[config.mk]
export PLATFORM = sky130hd
export DESIGN_NAME = fnd_scan_ctrl
export DESIGN_NICKNAME = d
export VERILOG_FILES = /design/src/rtl/fnd_scan_ctrl.sv
export SDC_FILE = /design/constraint.sdc
export NUM_CORES = 1
export LEC_CHECK = 0
export ABC_AREA = 1
export BUFFER_PORTS_ARGS = -buffer_cell sky130_fd_sc_hd__buf_2
export CELL_PAD_IN_SITES_DETAIL_PLACEMENT = 1
export CELL_PAD_IN_SITES_GLOBAL_PLACEMENT = 2
export CORE_ASPECT_RATIO = 1.1
export CORE_MARGIN = 2
export CORE_UTILIZATION = 31
export CTS_BUF_LIST = sky130_fd_sc_hd__clkbuf_8 sky130_fd_sc_hd__clkbuf_16
export DETAILED_ROUTE_END_ITERATION = 16
export PLACE_DENSITY_LB_ADDON = 0.1
export SYNTH_ARGS = -nofsm -noshare
export SYNTH_HDL_FRONTEND = slang
export SYNTH_SLANG_ARGS = --single-unit
[constraint.sdc]
create_clock -name clk -period 4.1 [get_ports clk]
set_clock_uncertainty 0.1 [all_clocks]
set_input_delay 0.205 -clock clk [delete_from_list [all_inputs] [get_ports clk]]
set_output_delay 0.205 -clock clk [all_outputs]
set_load 0.01 [all_outputs]
[src/rtl/fnd_scan_ctrl.sv]
// Four-digit seven-segment scan controller for the watch display.
// Cycles one digit per scan tick and latches the displayed values once per
// frame so a digit never shows a mix of old and new time values.
module fnd_scan_ctrl #(
    parameter int unsigned SCAN_DIV = 100_000
) (
    input  logic       clk,
    input  logic       rst,
    input  logic       sel_mode,
    input  logic [6:0] msec,
    input  logic [5:0] sec,
    input  logic [5:0] min,
    input  logic [4:0] hour,
    output logic [3:0] fnd_com,
    output logic [7:0] fnd_data
);

    localparam int unsigned DIV_W = (SCAN_DIV > 1) ? $clog2(SCAN_DIV) : 1;
    localparam logic [DIV_W-1:0] DIV_LAST = DIV_W'(SCAN_DIV - 1);
    localparam int unsigned DIG_W = 4;

    logic [DIV_W-1:0] div_cnt;
    logic             scan_tick;
    logic [1:0]       idx;
    logic [1:0]       nx_idx;
    logic             frame_start;

    // Frame snapshot of the display sources
    logic             snap_mode;
    logic [6:0]       snap_msec;
    logic [5:0]       snap_sec;
    logic [5:0]       snap_min;
    logic [4:0]       snap_hour;

    // Snapshot as it will be after this edge (fresh values on a frame start)
    logic             nx_mode;
    logic [6:0]       nx_msec;
    logic [5:0]       nx_sec;
    logic [5:0]       nx_min;
    logic [4:0]       nx_hour;

    logic [6:0]       lo_val;
    logic [6:0]       hi_val;
    logic [DIG_W-1:0] digit;
    logic [6:0]       seg;
    logic             dp_n;

    // Active-low segment pattern g..a; anything above 9 is blanked
    function automatic logic [6:0] seg_code(input logic [DIG_W-1:0] d);
        logic [6:0] s;
        case (d)
            4'd0:    s = 7'h40;
            4'd1:    s = 7'h79;
            4'd2:    s = 7'h24;
            4'd3:    s = 7'h30;
            4'd4:    s = 7'h19;
            4'd5:    s = 7'h12;
            4'd6:    s = 7'h02;
            4'd7:    s = 7'h78;
            4'd8:    s = 7'h00;
            4'd9:    s = 7'h10;
            default: s = 7'h7F;
        endcase
        return s;
    endfunction

    assign scan_tick = (div_cnt == DIV_LAST);

    // Scan divider: free-running 0..SCAN_DIV-1
    always_ff @(posedge clk or posedge rst) begin
        if (rst) begin
            div_cnt <= '0;
        end else if (scan_tick) begin
            div_cnt <= '0;
        end else begin
            div_cnt <= div_cnt + DIV_W'(1);
        end
    end

    // Next digit, next snapshot and the segment pattern for that digit
    always_comb begin
        frame_start = scan_tick && (idx == 2'd3);
        nx_idx      = idx + 2'd1;

        nx_mode = snap_mode;
        nx_msec = snap_msec;
        nx_sec  = snap_sec;
        nx_min  = snap_min;
        nx_hour = snap_hour;
        if (frame_start) begin
            nx_mode = sel_mode;
            nx_msec = msec;
            nx_sec  = sec;
            nx_min  = min;
            nx_hour = hour;
        end

        lo_val = nx_mode ? 7'(nx_min)  : nx_msec;
        hi_val = nx_mode ? 7'(nx_hour) : 7'(nx_sec);

        digit = '0;
        case (nx_idx)
            2'd0:    digit = DIG_W'(lo_val % 7'd10);
            2'd1:    digit = DIG_W'(lo_val / 7'd10);
            2'd2:    digit = DIG_W'(hi_val % 7'd10);
            default: digit = DIG_W'(hi_val / 7'd10);
        endcase

        seg  = seg_code(digit);
        dp_n = !((nx_idx == 2'd2) && (nx_msec < 7'd50));
    end

    // Digit index and per-frame snapshot registers
    always_ff @(posedge clk or posedge rst) begin
        if (rst) begin
            idx       <= 2'd3;
            snap_mode <= 1'b0;
            snap_msec <= '0;
            snap_sec  <= '0;
            snap_min  <= '0;
            snap_hour <= '0;
        end else if (scan_tick) begin
            idx       <= nx_idx;
            snap_mode <= nx_mode;
            snap_msec <= nx_msec;
            snap_sec  <= nx_sec;
            snap_min  <= nx_min;
            snap_hour <= nx_hour;
        end
    end

    // Registered digit enable and segment outputs, refreshed once per tick
    always_ff @(posedge clk or posedge rst) begin
        if (rst) begin
            fnd_com  <= 4'b1111;
            fnd_data <= 8'hFF;
        end else if (scan_tick) begin
            fnd_com  <= ~(4'b0001 << nx_idx);
            fnd_data <= {dp_n, seg};
        end
    end

endmodule
* Word-level counts from Yosys, hierarchy flattened
Memory sizes are Yosys's and may differ from the RTL's. A register that Yosys moved wholly into a read port is not among the register bits. Index checks and enable logic that the tools add are counted.
Storage, ports and cells: register bits 56, bits in read-only memories 112, input port bits 27, output and inout port bits 12, memories 1
Memories:
- (name not given) | depth 16, bits a word 7, read ports 1, clocked after memory_dff 1, write ports 0, line 51 | case (d)
Cells by class: add/subtract/negate cells 2, div/mod/pow operators 4, magnitude comparators 1, equal/unequal tests 4, shift operators 1, multiplexer cells 9, bitwise logic cells 1, reductions and logical operators 4
Operators by type and width (count):
- 6-bit two-way mux | 3
- 17-bit by 1-bit adder with 17-bit output, second input constant | 1
- 17-bit == test, second input constant | 1
- 17-bit two-way mux | 1
- 7-bit by 4-bit divider with 7-bit output, second input constant | 2
- 7-bit by 4-bit remainder unit with 7-bit output, second input constant | 2
- 7-bit two-way mux | 2
- 4-bit case mux with 3 select lines | 1
- 7-bit by 6-bit < comparator with 1-bit output, second input constant | 1
- 5-bit two-way mux | 1
- 2-bit == test, second input constant | 2
- 4-bit inverter | 1
- 1-bit by 2-bit left shift with 4-bit output, first input constant | 1
- 2-bit by 1-bit adder with 2-bit output, second input constant | 1
- 2-bit by 1-bit == test with 1-bit output, second input constant | 1
- 1-bit logical AND | 2
- 2-bit zero test | 1
- 1-bit zero test | 1
- 1-bit two-way mux | 1

* Longest topological paths before layout
depth in word-level cells 6, mapped depth 44

* Worst setup path before layout
OpenSTA, ideal clock, no wires.
path kind reg2reg, start register div_cnt[0], end register fnd_data[1], data arrival time 4.083 ns, required time 3.940 ns, path slack -0.143 ns, cell stages (with the launch flop) 42, buffers on the path 1, cells stage by stage dfrtp_1 > ha_1 > nand3_2 > clkinv_1 > nand2_2 > nor2_4 > nand3_2 > buf_6 > nand2_2 > nand2_2 > o21ai_1 > nand2_1 > nand2_2 > nand3_2 > nand2_4 > nand2_4 > nand2_2 > nand2_2 > [... 6 more ...] > nand2_4 > ha_1 > inv_1 > nand3_2 > nand2_1 > clkinv_2 > nand3_4 > nand2_1 > nand3_2 > nand2_2 > ha_1 > inv_1 > nand3_1 > inv_1 > nand2_1 > nand2_1 > nand2_1 > nand2_1
On the way: longest elaborated chain between the ends 6, elaborated cells between the ends (all ways) 14
Ends and longest elaborated chain:
- start: declaration | line 22 | logic [DIV_W-1:0] div_cnt;
- start signal: assignment | line 76 | div_cnt <= div_cnt + DIV_W'(1);
- 17-bit == test * | line 67 | assign scan_tick = (div_cnt == DIV_LAST);
- 1-bit logical AND | line 82 | frame_start = scan_tick && (idx == 2'd3);
- 6-bit two-way mux, or another cell as far along | line 90 | if (frame_start) begin
- 6-bit two-way mux or 7-bit two-way mux (tied branches) | line 99, 98
- 7-bit by 4-bit divider with 7-bit output, or another cell as far along | line 106 | default: digit = DIG_W'(hi_val / 7'd10);
- 4-bit case mux with 3 select lines | line 102 | case (nx_idx)
- end: declaration | line 15 | output logic [7:0] fnd_data
Mark *: on every way between the ends. The rest lies on a longest branch, timed or not. A chain may end at the register's enable or synchronous reset.

* Worst setup path after layout
start register div_cnt[1], end register fnd_data[1]
Same word-level chain as after synthesis.

==> impl_metrics.json <==
{
  "cts_buffers": 5,
  "outcome": "finished, violations left",
  "grt_pass1_vias": 4259,
  "critPathMaxFanout": 4,
  "final-instance-count-excl-fill": 870,
  "avgSynthCellArea_um2": 7.18,
  "postRouteAntennaNets": 0,
  "crit_top_cell": "nand2_2",
  "ys_seq_elements": 56,
  "setup_violations": 7,
  "p_total_w": 0.00104,
  "drive_gt1_share_pct": 48.0,
  "yosysTopAreaCellShare_pct": 26.8,
  "clock_tree.root_cell": "clkbuf_16",
  "first_pass_iters": 4,
  "yosys.area.top_type": "dfrtp_1",
  "hpwlAfterDp_um": 9050,
  "cpMaxStageDelayCell": "dfrtp_1",
  "routed_wl_um": 12100,
  "fin_nets": 755,
  "io_pins": 39,
  "crit_required_ns": 4.25,
  "yosysMostFrequentCell": "nand2_1",
  "core-area_mm2": 0.0125,
  "use_met3_pct": 2.74,
  "rows": 43,
  "grt_max_degree": 32,
  "p_leak_nw": 2.91,
  "cts_buffer_depth": 2,
  "ys_seq_area_share_pct": 36.2,
  "use_met1_pct": 21.7,
  "gp_congestion": 0.824,
  "areaGrowthSynthToFinish_pct": 51.9,
  "ir_drop_mv": 0.213,
  "wire_per_inst_um": 13.9,
  "dp.cells": 818,
  "synthCells": 545,
  "fmax_ghz": 0.232,
  "crit_type": "flop to flop",
  "synth.net_count": 588,
  "cts_tree": "done",
  "post-place-ws_ns": -0.382,
  "clock-sinks": 56,
  "antenna_cells": 0,
  "hold_class": "input pin to flop",
  "die_y_um": 122,
  "drv_slew": 0,
  "antenna_found_initial": 0,
  "cpPeakStageDelay_ns": 0.40,
  "max_cap_violations": 0,
  "globalRouteTotalUtil_pct": 18.4,
  "synth_area_leaders": "dfrtp_1 (27%), nand2_1 (17%), dfstp_2 (9.4%), inv_1 (6.9%), nand3_1 (6.5%)",
  "timing.final.crit_share_pct": 105,
  "synth_edf_count": 0,
  "worst_pin_slew_ns": 0.672,
  "report.final.hold_viol_count": 0,
  "h-tree-depth": 2,
  "grt_pass1_wl_um": 20200,
  "fillerInstances": 1544,
  "clk_pin_slew_worst_paths_ns": 0.08,
  "ys_types": 39,
  "met2_usage_pct": 35.8,
  "start_util_pct": 31.4,
  "drcViolationCount": 0,
  "via_per_inst": 4.62,
  "async_reset_ff_share_pct": 100,
  "crit_family": "simple AND/OR/NAND/NOR gates",
  "vias": 4022,
  "violations": "setup timing",
  "worst_setup_path_end_kind": "flop",
  "relSlewSlack_pct": 55.1,
  "synthTopCellsByCount": "nand2_1 (173), inv_1 (72), nand3_1 (51)",
  "fin_crit_ns": 4.31,
  "power.density_mw_per_mm2": 175,
  "die_w_um": 111,
  "busiest_layer": "met2",
  "ys_warn_count": 0,
  "rsz0062_at_grt": "yes",
  "crit_buf_inv": 10,
  "netlist_area_mm2": 0.00392,
  "grt_overflow": 0,
  "portBuffers": 38,
  "clock_latency_ns": 0.31,
  "arrival_ns": 4.45,
  "drt_iter0_drc": 115,
  "synth_ff_type": "dfrtp_1",
  "dieArea_mm2": 0.0135,
  "setup_ws_ns": -0.205,
  "cp-start-kind": "flop"
}
## layout make-up
cell class	instances	area [µm²]	area share, %
clock buffer	5	125	2.10
inverter	85	344	5.79
timing repair buffer	164	1190	19.9
sequential	56	1420	23.9
clock inverter	3	27.5	0.463
multi-input combinational	400	2650	44.5
tap	157	196	3.30
## power breakdown
part / switching, W / leakage [nW] / internal [W] / total, W
registers: 0.000000114 / 0.608 / 0.000553 / 0.000553
logic: 0.0000164 / 2.23 / 0.0000111 / 0.0000274
clock network: 0.000226 / 0.0719 / 0.000233 / 0.000459
total: 0.000243 / 2.91 / 0.000797 / 0.00104
## layout by cell type, fill, tap and decap left out, drive strengths merged
cell,n
dfstp,14
dlygate4sd3,1
nand4,11
a21boi,2
nand3,63
or2,2
nand2,206
o21a,1
clkbuf,5
inv,82
a41oi,1
a21oi,8
and2,1
o211ai,1
o311ai,1
ha,16
clkinv,5
buf,163
o21ai,28
nand3b,3
nor3,8
dfrtp,42
nor4,3
clkinvlp,1
xor2,4
a31oi,2
nor2,39
## through the flow
step | setup TNS [ns] | area (µm²) | hold slack, ns | util [%]
3_5_place_dp | -2.42 | 5040 | 0.253 | 40.4
3_3_place_gp | -1.50 | 5040 | 0.245 | 40.4
5_1_grt | -3.00 | 5950 | 0.0255 | 47.6
2_1_floorplan | -0.136 | 4060 | 0.230 | -
4_1_cts | -0.971 | 5530 | 0.00228 | 44.3
6_report | -0.962 | 5950 | 0.0146 | 47.6
## flip-flops by register name, summed over array words and instances, names as in the netlist
| name | cells |
|---|---|
| fnd_data | 8 |
| div_cnt | 17 |
| snap_mode | 1 |
| fnd_com | 4 |
| snap_msec | 7 |
| idx | 2 |
| snap_sec | 6 |
| snap_hour | 5 |
| snap_min | 6 |
## path summary, 6_finish.rpt
path | from | end | slack [ns] | cells past startpoint
setup / recovery | div_cnt[1] | fnd_data[1] | -0.21 | 44
hold / removal | hour[1] | snap_hour[1] | 0.01 | 3
setup reg to reg | div_cnt[1] | fnd_data[1] | -0.21 | 44
hold reg to reg | fnd_data[3] | fnd_data[3] | 0.37 | 2
max in group asynchronous | rst | fnd_data[7] | 2.61 | 4
min in group asynchronous | rst | div_cnt[10] | 0.44 | 3
## cells by family after synthesis
kind of cell | synth area share, %
flip-flops | 36.2
XOR/XNOR | 0.895
AND/OR/NAND/NOR | 41.6
adder cells (fa/ha/maj) | 5.11
AO/OA/AOI/OAI | 6.62
buffers and inverters | 9.49
## metal layers
metal | vias to the layer above | routed length (µm)
met3 | 9 | 229
met5 | - | 0
met2 | 32 | 6520
li1 | 2066 | -
met4 | 0 | 108
met1 | 1915 | 5270
## tightest hold or removal path, stage by stage
cell and delay, ns:
buf_2 0.07, nand2_1 0.06, nand2_1 0.05
## what timing repair did
action                     CTS  global route
hold buffers                 1             0
setup endpoints to repair    7             7
cloned                       2             0
gates resized for setup     41            69
hold endpoints to repair    17             0
buffers inserted            21            20
pin swaps                   33            22
Note: power is estimated with default switching activity, not from simulation.
